## config.mk

```make
export PLATFORM = sky130hd
export DESIGN_NAME = cardinal_nic_param
export DESIGN_NICKNAME = d
export VERILOG_FILES = /design/src/rtl/cardinal_pkg.sv /design/src/rtl/nic_fifo.sv /design/src/rtl/cardinal_nic_param.sv
export SDC_FILE = /design/constraint.sdc
export NUM_CORES = 1
export LEC_CHECK = 0
export CORE_AREA = 5 5 219 221
export DETAILED_ROUTE_END_ITERATION = 12
export DIE_AREA = 0 0 224 226
export DONT_BUFFER_PORTS = 1
export PLACE_DENSITY = 0.56
export SETUP_SLACK_MARGIN = 0.3
export SYNTH_ARGS = -nofsm -noshare
export SYNTH_HDL_FRONTEND = slang
export SYNTH_HIERARCHICAL = 1
export SYNTH_SLANG_ARGS = --single-unit
```

## constraint.sdc

```tcl
create_clock -name clk -period 3.4 [get_ports clk]
set_input_delay 0.51 -clock clk [delete_from_list [all_inputs] [get_ports clk]]
set_output_delay 0.51 -clock clk [all_outputs]
set_load 0.02 [all_outputs]
```

## src/rtl/cardinal_pkg.sv

```systemverilog
// Shared definitions for the cardinal NIC: PE register map and status-word layout.
package cardinal_pkg;

   localparam logic [1:0] NIC_IN_DATA  = 2'b00;
   localparam logic [1:0] NIC_IN_STAT  = 2'b01;
   localparam logic [1:0] NIC_OUT_DATA = 2'b10;
   localparam logic [1:0] NIC_OUT_STAT = 2'b11;

   // Status bits are placed relative to the word MSB: flag at DATA_W-1,
   // occupancy field with its MSB at DATA_W-2, extending downward.
   localparam int STAT_FLAG_OFS = 1;
   localparam int STAT_CNT_OFS  = 2;

endpackage

```

## src/rtl/nic_fifo.sv

```systemverilog
// Single-clock FIFO with registered occupancy; push refused when full, pop ignored when empty.
module nic_fifo #(
   parameter int DATA_W = 64,
   parameter int DEPTH  = 4
) (
   input  logic                         clk,
   input  logic                         reset,
   input  logic                         push,
   input  logic [DATA_W-1:0]            din,
   input  logic                         pop,
   output logic                         full,
   output logic                         empty,
   output logic [$clog2(DEPTH+1)-1:0]   count,
   output logic [DATA_W-1:0]            head
);

   localparam int AW    = $clog2(DEPTH);
   localparam int CNT_W = $clog2(DEPTH+1);

   logic [DATA_W-1:0] mem [DEPTH];
   logic [AW-1:0]     wr_ptr;
   logic [AW-1:0]     rd_ptr;
   logic              do_push;
   logic              do_pop;

   // Flags come from registered occupancy, so a same-cycle pop never frees room for a push.
   assign full    = (count == CNT_W'(DEPTH));
   assign empty   = (count == '0);
   assign do_push = push && !full;
   assign do_pop  = pop && !empty;
   assign head    = mem[rd_ptr];

   always_ff @(posedge clk or negedge reset) begin
      if (!reset) begin
         wr_ptr <= '0;
         rd_ptr <= '0;
         count  <= '0;
      end else begin
         if (do_push) wr_ptr <= wr_ptr + AW'(1);
         if (do_pop)  rd_ptr <= rd_ptr + AW'(1);
         case ({do_push, do_pop})
            2'b10:   count <= count + CNT_W'(1);
            2'b01:   count <= count - CNT_W'(1);
            default: count <= count;
         endcase
      end
   end

   // NOTE: storage is deliberately not reset; empty is decided by count alone,
   // and readers mask head when empty, so stale contents are never observed.
   always_ff @(posedge clk) begin
      if (do_push) mem[wr_ptr] <= din;
   end

endmodule

```

## src/rtl/cardinal_nic_param.sv

```systemverilog
// Network interface between a PE register port and a router: one input and one output channel FIFO.
module cardinal_nic_param
   import cardinal_pkg::*;
#(
   parameter int DATA_W = 64,
   parameter int DEPTH  = 4
) (
   input  logic              clk,
   input  logic              reset,
   input  logic [1:0]        addr,
   input  logic [DATA_W-1:0] d_in,
   output logic [DATA_W-1:0] d_out,
   input  logic              nicEn,
   input  logic              nicWrEn,
   input  logic              net_si,
   output logic              net_ri,
   input  logic [DATA_W-1:0] net_di,
   output logic              net_so,
   input  logic              net_ro,
   output logic [DATA_W-1:0] net_do,
   input  logic              net_polarity
);

   localparam int CNT_W = $clog2(DEPTH+1);

   logic              in_full, in_empty, out_full, out_empty;
   logic [CNT_W-1:0]  in_count, out_count;
   logic [DATA_W-1:0] in_head, out_head;
   logic              pe_rd, in_push, in_pop, out_push, out_pop;

   assign pe_rd    = nicEn && !nicWrEn;
   assign net_ri   = !in_full;
   assign in_push  = net_si && net_ri;
   assign in_pop   = pe_rd && (addr == NIC_IN_DATA);
   assign out_push = nicEn && nicWrEn && (addr == NIC_OUT_DATA);
   // A packet only leaves in the virtual-channel phase that matches its bit 0.
   assign net_so   = !out_empty && (out_head[0] == net_polarity);
   assign out_pop  = net_so && net_ro;
   assign net_do   = out_empty ? '0 : out_head;

   nic_fifo #(.DATA_W(DATA_W), .DEPTH(DEPTH)) u_in_fifo (
      .clk   (clk),
      .reset (reset),
      .push  (in_push),
      .din   (net_di),
      .pop   (in_pop),
      .full  (in_full),
      .empty (in_empty),
      .count (in_count),
      .head  (in_head)
   );

   nic_fifo #(.DATA_W(DATA_W), .DEPTH(DEPTH)) u_out_fifo (
      .clk   (clk),
      .reset (reset),
      .push  (out_push),
      .din   (d_in),
      .pop   (out_pop),
      .full  (out_full),
      .empty (out_empty),
      .count (out_count),
      .head  (out_head)
   );

   // NOTE: d_out is assigned a default before the decode so no path leaves it
   // unassigned, which would otherwise infer a latch.
   always_comb begin
      d_out = '0;
      if (pe_rd) begin
         case (addr)
            NIC_IN_DATA: if (!in_empty) d_out = in_head;
            NIC_IN_STAT: begin
               d_out[DATA_W-STAT_FLAG_OFS]        = !in_empty;
               d_out[DATA_W-STAT_CNT_OFS -: CNT_W] = in_count;
            end
            NIC_OUT_STAT: begin
               d_out[DATA_W-STAT_FLAG_OFS]        = out_full;
               d_out[DATA_W-STAT_CNT_OFS -: CNT_W] = out_count;
            end
            default: d_out = '0;
         endcase
      end
   end

endmodule
```

==> impl_metrics.py, run 1 <==
metrics = {
    "critical_path": {
        "cp-end-kind": "output pin",
        "crit_slowest_cell": "dfrtp_4",
        "crit_arrival_ps": 2340,
        "path_cells": "buf_12, mux4_2, and2_1",
        "crit_required_ps": 2890,
        "crit_fanout": 37,
        "criticalPathCategory": "reg -> out",
        "max_stage_delay_ps": 580,
        "cp-start-kind": "flop",
    },
    "synthesis": {
        "synth_flop_cell": "edfxtp_1",
        "syn-num-nets": 1053,
        "synth_cells": 904,
        "syn_area_sq_um": 20300,
        "ys_warn_count": 6,
        "ys_types": 31,
        "synth.ff_latch_count": 526,
        "avgSynthCellArea_sq_um": 22.5,
        "synth_edf_count": 512,
        "async_flop_share_pct": 2.66,
        "synth_seq_area_share_pct": 77.4,
    },
    "timing": {
        "finClkSkew_ps": 15.7,
        "fin_crit_ps": 2850,
        "period_share_pct": 83.8,
        "setup_violations": 0,
        "hold_viol": 0,
        "rsz0062_at_grt": "no",
        "worstMarginPinSlew_ps": 782,
        "maxSlewViolCount": 0,
        "timing.setup.tns_ps": 0,
        "relSlewSlack_pct": 47.8,
        "max_clock_freq_mhz": 351,
    },
    "finish": {
        "fin_nets": 1223,
        "drive_gt1_share_pct": 22.2,
        "final_cell_mix": "512 x edfxtp_1, 129 x dlygate4sd3_1, 128 x mux4_2",
        "final_common_cell": "edfxtp_1",
        "areaGrowthSynthToFinish_pct": 19.0,
        "fin_cells": 1721,
    },
    "global_route": {
        "grt_use_total_pct": 15.6,
        "grt_pass1_wl_mm": 60.5,
        "antenna_found_initial": 2,
        "grt_overflow": 0,
        "grt_pass1_vias": 9826,
        "grt_max_degree": 66,
    },
    "placed_design": {
        "dp_hpwl_mm": 23.6,
        "portBuffers": 0,
        "place.gp.congestion": 0.690,
        "place_inst": 1495,
    },
    "floorplan": {
        "start_util_pct": 44.2,
        "dieArea_sq_um": 50600,
        "rows": 79,
        "pin_count": 267,
        "die_y_microns": 226,
        "dieWidth_microns": 224,
        "core-area_sq_um": 46000,
    },
    "clock_tree": {
        "numCtsBuffers": 54,
        "clk_latency_ps": 580,
        "cts_tree": "done",
        "clockRootBuffer": "clkbuf_16",
        "clkSinkCount": 526,
        "clock_path_buffers": 3,
        "cts-htree-levels": 2,
        "clk_pin_slew_ps": 60,
    },
    "pwr": {
        "share_comb_of_total_power_pct": 26.7,
        "cellInternalPower_mw": 13.4,
        "p_sw_share_pct": 28.9,
        "totalPowerFinal_mw": 18.9,
        "p_leak_nw": 7.81,
        "ir_worst_vdd_mv": 0.609,
        "switching_power_mw": 5.46,
        "p_seq_share_pct": 44.0,
        "pwr-share-clk_pct": 29.3,
        "p_per_area_nw_per_um2": 782,
    },
    "detailed_routing": {
        "post_drt_wl_per_cell_microns": 23.0,
        "drt_iter0_drc": 580,
        "final_antenna_net_count": 0,
        "vias_per_cell": 5.28,
        "first_pass_iters": 4,
        "drc": 0,
        "vias": 9094,
        "drt-total-wl_mm": 39.5,
    },
    "run_status": {
        "status": "complete, no violations",
    },
    "job": {
        "max-cap-violations": 0,
    },
    "worst_hold_path": {
        "hold_class": "in -> reg",
    },
}
## metal layers
metal / wire length [microns] / part of all wire (%) / global-route usage (%) / vias up
li1: - / - / - / 4006
met1: 15900 / 40 / 19.6 / 4814
met2: 20100 / 51 / 26.6 / 226
met3: 2970 / 7.5 / 5.36 / 46
met4: 606 / 1.5 / 3.40 / 2
met5: 13 / 0.033 / 0 / -
## repair_timing
| action | in CTS | in global routing |
|---|---|---|
| endpoints found under the hold margin | 526 | 0 |
| hold buffers | 129 | 0 |
| gates resized for setup | 0 | 0 |
| setup buffers | 0 | 1 |
| endpoints found under the setup margin | 0 | 45 |
## path summary, 6_finish.rpt
check	from	endpoint	slack (ps)	cells past startpoint
max in group asynchronous	reset	u_in_fifo/rd_ptr[0]	2460	1
min reg2reg	u_in_fifo/count[2]	u_in_fifo/count[2]	550	1
min in group asynchronous	reset	u_out_fifo/count[1]	420	1
min	addr[0]	u_in_fifo/rd_ptr[0]	270	3
max	u_in_fifo/rd_ptr[0]	d_out[18]	550	3
max reg2reg	u_out_fifo/rd_ptr[0]	u_out_fifo/count[2]	700	11
## through the flow
step / hold slack [ps] / setup slack (ps) / util [%] / cell area (sq um)
after detailed placement: 216 / 690 / 46.1 / 21200
after floorplan: 214 / 468 / - / 20300
after global routing: 276 / 375 / 52.6 / 24200
final: 272 / 550 / 52.6 / 24200
after global placement: 216 / 742 / 46.1 / 21200
after CTS: 225 / 313 / 52.6 / 24200
## critical path: cells and delay by family, from the launching register on
kind,cells,cell delay (ps)
DFF,1,580
muxes,1,550
buffers and inverters,1,330
and+or+nand+nor,1,260
## cells in the mapped netlist (2+ instances only)
cell / n / area, sq um
xor2_1: 7 / 61.3
clkbuf_2: 6 / 30.0
edfxtp_1: 512 / 15400
o31a_1: 2 / 17.5
nor2b_1: 65 / 407
nor3b_2: 2 / 25.0
dfrtp_1: 14 / 350
clkbuf_1: 9 / 33.8
ha_1: 10 / 125
inv_1: 13 / 48.8
a211oi_1: 3 / 22.5
buf_6: 10 / 113
mux2i_1: 2 / 20.0
mux2_2: 2 / 22.5
buf_2: 14 / 70.1
nand2_1: 5 / 18.8
a221oi_1: 3 / 26.3
fa_1: 2 / 40.0
buf_4: 4 / 30.0
mux4_2: 128 / 2880
and2_1: 69 / 432
nor2b_2: 2 / 17.5
nor2_1: 5 / 18.8
nor3_1: 3 / 15.0
xnor2_1: 6 / 52.6
## cell families (layout without fill, tap and decap cells)
kind of cell | Yosys count | in the layout | share of synthesized area, %
other | 0 | 2 | 0
DFF | 526 | 526 | 77.4
xor gates and xnor gates | 13 | 13 | 0.560
and+or+nand+nor | 155 | 155 | 4.84
buffers and inverters | 56 | 264 | 1.60
muxes | 132 | 132 | 14.4
adders and majority gates | 12 | 12 | 0.813
AOI/OAI and AO/OA | 10 | 10 | 0.376
## layout make-up
type / instances / area (sq um)
Antenna cell: 2 / 5.00
Clock buffer: 70 / 1480
Clock inverter: 24 / 191
Fill cell: 3636 / 21800
Inverter: 13 / 48.8
Multi-Input combinational cell: 322 / 4280
Sequential cell: 526 / 15700
Tap cell: 607 / 759
Timing Repair Buffer: 157 / 1680
## power by group through the flow
stage,clock network [mW],registers (mW),logic (mW)
after floorplan,0,8.32,4.08
after global placement,0,8.48,4.94
after detailed placement,0,8.51,4.96
after CTS,5.71,8.37,5.16
after global routing,6.00,8.40,5.47
final,5.54,8.32,5.05
## state kept, by name, indices dropped and copies added (netlist names)
signal	count
u_in_fifo/count	3
u_in_fifo/mem	256
u_in_fifo/rd_ptr	2
u_in_fifo/wr_ptr	2
u_out_fifo/count	3
u_out_fifo/mem	256
u_out_fifo/rd_ptr	2
u_out_fifo/wr_ptr	2
Power figures use the tool's default switching activity.
==> inputs of run 2 (changes only) <==
==> constraint.sdc (replaced) <==
create_clock -name clk -period 2.8 [get_ports clk]
set_input_delay 0.42 -clock clk [delete_from_list [all_inputs] [get_ports clk]]
set_output_delay 0.42 -clock clk [all_outputs]
set_load 0.02 [all_outputs]
==> run 2 against run 1 <==
Against the previous run: clock power rose by 19%; worst setup slack got worse by 400 ps; routed wire length rose by 7.2%; combinational power rose by 56%; utilization rose by 2.1 points; sequential cell count did not move; critical path depth rose by 2; non-clock buffer count rose by 43.
==> impl_metrics.py, run 2 (same netlist as run 1, synthesis figures left out) <==
metrics = {
    "timing": {
        "setup_violations": 0,
        "rsz0062_at_grt": "yes",
        "maxSlewViolCount": 0,
        "period_share_pct": 94.5,
        "fin_crit_ps": 2650,
        "relSlewSlack_pct": 51.0,
        "hold-worst-slack_ps": 208,
        "worstMarginPinSlew_ps": 733,
        "max_clock_freq_mhz": 378,
        "hold_viol": 0,
        "finClkSkew_ps": 15.5,
    },
    "floorplan": {
        "rows": 79,
        "core-area_sq_um": 46000,
        "dieWidth_microns": 224,
        "pin_count": 267,
        "dieArea_sq_um": 50600,
        "start_util_pct": 44.2,
        "die_y_microns": 226,
    },
    "critical_path": {
        "cp-start-kind": "flop",
        "crit_arrival_ps": 2230,
        "crit_family": "multiplexers",
        "cp-end-kind": "output pin",
        "crit_required_ps": 2380,
        "crit_slowest_cell": "mux4_2",
        "criticalPathCategory": "reg -> out",
        "crit_fanout": 6,
        "path_cells": "buf_12, mux4_2, a221oi_2, a211oi_1, buf_4",
        "cp_num_buf_inv": 2,
        "max_stage_delay_ps": 540,
    },
    "global_route": {
        "grt_max_degree": 65,
        "grt_pass1_wl_mm": 62.1,
        "antenna_found_initial": 5,
        "grt_pass1_vias": 10100,
        "grt_overflow": 0,
        "grt_use_total_pct": 16.1,
    },
    "clock_tree": {
        "numCtsBuffers": 53,
        "clockRootBuffer": "clkbuf_16",
        "clk_pin_slew_ps": 60,
        "clock_path_buffers": 3,
        "cts_tree": "done",
        "clk_latency_ps": 580,
        "cts-htree-levels": 2,
        "clkSinkCount": 526,
    },
    "placed_design": {
        "portBuffers": 0,
        "place.gp.congestion": 0.682,
        "dp_hpwl_mm": 22.7,
    },
    "detailed_routing": {
        "vias_per_cell": 5.27,
        "wl_met3_mm": 3.46,
        "m1WireLength_mm": 16.7,
        "drt-total-wl_mm": 42.4,
        "vias": 9337,
        "final_antenna_net_count": 0,
        "drc": 0,
        "routed.top_layer": "met4",
        "first_pass_iters": 4,
        "post_drt_wl_per_cell_microns": 23.9,
        "wl_met2_mm": 21.5,
        "drt_iter0_drc": 584,
    },
    "finish": {
        "fin_nets": 1265,
        "final_cell_mix": "512 x edfxtp_1, 129 x dlygate4sd3_1, 128 x mux4_2",
        "drive_gt1_share_pct": 33.6,
        "reg.largest.list": "u_in_fifo/mem x256, u_out_fifo/mem x256",
        "nFillCells": 3530,
        "postLayoutCoreUtil_pct": 54.7,
        "final_common_cell": "edfxtp_1",
        "areaGrowthSynthToFinish_pct": 23.8,
        "multiInputGateArea_sq_um": 4610,
        "register_area_sq_um": 15700,
    },
    "pwr": {
        "ir_worst_vdd_mv": 0.706,
        "p_leak_nw": 8.31,
        "p_per_area_nw_per_um2": 974,
    },
    "worst_hold_path": {
        "hold_class": "in -> reg",
    },
    "run_status": {
        "status": "complete, no violations",
    },
    "job": {
        "max-cap-violations": 0,
    },
}
run 2: cell count changes in the layout (fill, tap and decap cells not counted), sizes merged:
cell / before / now
bufinv: 3 / 2
clkinv: 19 / 24
inv: 14 / 15
buf: 28 / 63
diode: 2 / 5
clkbuf: 70 / 78
run 2: worst paths after layout:
path	startpoint	endpoint	slack, ps	cells after the start
min in group asynchronous	reset	u_in_fifo/count[0]	350	1
setup reg to reg	u_out_fifo/rd_ptr[0]	u_out_fifo/count[2]	210	11
setup / recovery	u_in_fifo/rd_ptr[0]	d_out[60]	150	5
max in group asynchronous	reset	u_in_fifo/rd_ptr[0]	1910	1
hold / removal	addr[0]	u_in_fifo/rd_ptr[0]	210	3
hold reg to reg	u_in_fifo/wr_ptr[1]	u_in_fifo/wr_ptr[1]	570	1
run 2: layout make-up:
type,count,area share (%)
Multi-Input combinational cell,322,18.3
Tap cell,607,3.02
Timing Repair Buffer,200,9.37
Inverter,13,0.194
Clock inverter,29,0.766
Sequential cell,526,62.6
Antenna cell,5,0.0498
Clock buffer,70,5.70
run 2: where the power goes:
group	leakage (nW)	internal [mW]	total, mW	switching (mW)
logic	2.71	3.81	7.86	4.05
registers	4.80	9.72	10.0	0.301
clock network	0.797	3.78	6.61	2.83
total	8.31	17.3	24.5	7.19
run 2: worst min-delay path, delay by kind of cell:
kind            cells  cell delay, ps
compound gates      1             140
xor+xnor            1             140
simple gates        1              30
run 2: through the flow:
stage | cells | setup WS (ps) | total power [mW] | setup TNS [ps] | cell area [sq um]
after floorplan | 904 | -3.20 | 15.0 | -3.20 | 20300
after global placement | 1503 | 195 | 16.4 | 0 | 21300
after detailed placement | 1503 | 161 | 16.5 | 0 | 21300
after CTS | 1752 | 132 | 24.1 | 0 | 24600
after global routing | 1771 | 66.1 | 25.7 | 0 | 25100
final | 1772 | 153 | 24.5 | 0 | 25100
run 2: metal layers:
layer  GRT usage [%]  vias up
met5               0        -
met4            4.31        0
met3            5.59       47
met2            27.2      277
met1            20.1     4910
li1                -     4103
run 2: what timing repair did:
item | 4_1_cts | 5_1_grt
pin swaps | 4 | 4
gates resized for setup | 51 | 96
setup endpoints to repair | 130 | 133
gates cloned | 4 | 8
hold endpoints to repair | 526 | 0
setup buffers | 17 | 7
hold buffers | 129 | 0
==> inputs of run 3 (changes only) <==
--- a/config.mk
+++ b/config.mk
@@ -8,8 +8,7 @@
 export CORE_AREA = 5 5 219 221
 export DETAILED_ROUTE_END_ITERATION = 12
 export DIE_AREA = 0 0 224 226
-export DONT_BUFFER_PORTS = 1
-export PLACE_DENSITY = 0.56
+export PLACE_DENSITY = 0.64
 export SETUP_SLACK_MARGIN = 0.3
 export SYNTH_ARGS = -nofsm -noshare
 export SYNTH_HDL_FRONTEND = slang
==> run 3 against run 2 <==
Against the previous run: the flow now finishes with violations (negative setup slack); worst hold slack improved by 47 ps; sequential power about the same; clock power increased by 12%; count of clock-buffer cells in the layout decreased by 9; total power increased by 16%; routed wire length increased by 3.8%; die area unchanged; register-to-register slack got worse by 200 ps; utilization increased by 6.3 points; sequential share of layout area decreased by 6.5 points; combinational power increased by 41%; non-clock buffer count increased by 196; critical endpoint is now net_do[30].
==> impl_metrics.py, run 3 (same netlist as run 1, synthesis figures left out) <==
metrics = {
    "timing": {
        "finClkSkew_ps": 13.6,
        "timing.setup.tns_ps": -37.9,
        "rsz0062_at_grt": "yes",
        "fin_crit_ps": 2810,
        "setup_violations": 5,
        "max_clock_freq_mhz": 356,
        "hold_viol": 0,
        "fin_ws_ps": -12.8,
        "worstMarginPinSlew_ps": 678,
        "period_share_pct": 100,
        "maxSlewViolCount": 0,
        "relSlewSlack_pct": 54.6,
    },
    "finish": {
        "areaGrowthSynthToFinish_pct": 38.0,
        "drive_gt1_share_pct": 45.8,
        "final_cell_mix": "512 x edfxtp_1, 148 x buf_6, 136 x clkdlybuf4s50_1",
        "reg.largest.list": "u_in_fifo/mem x256, u_out_fifo/mem x256",
        "nFillCells": 3238,
        "final_common_cell": "edfxtp_1",
        "register_area_sq_um": 15700,
        "multiInputGateArea_sq_um": 4910,
        "fin_nets": 1461,
    },
    "clock_tree": {
        "cts-htree-levels": 2,
        "numCtsBuffers": 53,
        "clk_pin_slew_ps": 60,
        "cts_hold_buf": 0,
        "clockRootBuffer": "clkbuf_16",
        "clkSinkCount": 526,
        "clk_latency_ps": 590,
        "cts_tree": "done",
        "clock_path_buffers": 3,
    },
    "floorplan": {
        "core-area_sq_um": 46000,
        "start_util_pct": 44.2,
        "die_y_microns": 226,
        "dieWidth_microns": 224,
        "pin_count": 267,
        "rows": 79,
        "dieArea_sq_um": 50600,
    },
    "run_status": {
        "violations": "negative setup slack",
        "status": "finished, violations left",
    },
    "global_route": {
        "grt_pass1_wl_mm": 65.0,
        "antenna_found_initial": 6,
        "grt_overflow": 0,
        "grt_max_degree": 65,
        "grt_use_total_pct": 16.9,
        "grt_pass1_vias": 10700,
    },
    "pwr": {
        "p_per_area_nw_per_um2": 1020,
        "p_leak_nw": 9.89,
        "ir_worst_vdd_mv": 0.672,
        "totalPowerFinal_mw": 28.5,
    },
    "critical_path": {
        "crit_fanout": 8,
        "cp-end-kind": "output pin",
        "criticalPathCategory": "reg -> out",
        "crit_arrival_ps": 2390,
        "cp-start-kind": "flop",
        "crit_required_ps": 2380,
    },
    "detailed_routing": {
        "drt-total-wl_mm": 44.0,
        "vias": 10200,
        "final_antenna_net_count": 0,
        "first_pass_iters": 4,
        "drc": 0,
        "post_drt_wl_per_cell_microns": 22.4,
        "drt_iter0_drc": 719,
        "vias_per_cell": 5.18,
    },
    "placed_design": {
        "place.gp.congestion": 0.696,
        "dp_hpwl_mm": 24.8,
        "portBuffers": 266,
    },
    "worst_hold_path": {
        "hold_class": "in -> async",
    },
    "job": {
        "max-cap-violations": 0,
    },
}
-- run 3: cell types whose count changed in the layout (fill, tap and decap cells not counted), moves of 17 or more --
cell | before | now
buf_6 | 4 | 148
clkdlybuf4s50_1 | 0 | 136
dlygate4sd3_1 | 129 | 0
and2_4 | 16 | 61
nor2b_2 | 41 | 2
nor2b_4 | 15 | 54
and2_1 | 27 | 0
and2_2 | 26 | 8
buf_4 | 32 | 49
-- run 3: cell type report --
class | instances | share of cell area [%]
Multi-Input combinational cell | 322 | 17.5
Sequential cell | 526 | 56.1
Tap cell | 607 | 2.71
Timing Repair Buffer | 396 | 16.9
Clock inverter | 39 | 1.62
Inverter | 13 | 0.174
Antenna cell | 3 | 0.0268
Clock buffer | 61 | 4.99
-- run 3: path summary, 6_finish.rpt --
kind	start	endpoint	slack, ps	cells past startpoint
setup / recovery	u_out_fifo/rd_ptr[0]	net_do[30]	-10	7
hold / removal	reset	u_in_fifo/wr_ptr[0]	260	1
setup reg to reg	u_out_fifo/rd_ptr[0]	u_out_fifo/count[2]	10	12
hold reg to reg	u_in_fifo/wr_ptr[1]	u_in_fifo/wr_ptr[1]	570	1
max in group asynchronous	reset	u_in_fifo/rd_ptr[0]	2040	1
min in group clk	net_di[44]	u_in_fifo/mem[3][44]	460	1
-- run 3: power by group --
part / leakage (nW) / internal, mW / total [mW] / switching, mW
logic: 4.17 / 6.22 / 11.1 / 4.88
registers: 4.80 / 9.72 / 10.0 / 0.312
clock network: 0.910 / 4.51 / 7.39 / 2.88
-- run 3: critical path, stage by stage (launching register included) --
cell,delay [ps]
dfrtp_4,510
buf_12,140
buf_16,140
buf_12,150
buf_16,150
mux4_2,430
nor2b_4,150
buf_6,140
-- run 3: metal layers --
layer  vias up  share of wire, %  GRT usage (%)
met5         -              0.13              0
met4         8               1.8           4.37
met3        67               6.8           4.63
met2       306                50           27.0
met1      5309                41           23.4
li1       4507                 -              -
-- run 3: metrics by stage --
stage               util [%]  instances  hold WS, ps  instance area (sq um)  worst slack (ps)
floorplan                  -        904          124                  20300             -3.20
global placement        52.4       1782          542                  24100              14.7
detailed placement      52.4       1782          533                  24100             -26.4
CTS                     58.2       1932          246                  26700             -8.96
global route            61.0       1964          289                  28000              -107
finish                  61.0       1967          256                  28000             -12.8
-- run 3: timing repair --
| action | in CTS | in global routing |
|---|---|---|
| gates resized for setup | 707 | 293 |
| buffers inserted | 38 | 28 |
| gates cloned | 12 | 4 |
| setup endpoints to repair | 132 | 134 |
| pin swaps | 14 | 47 |
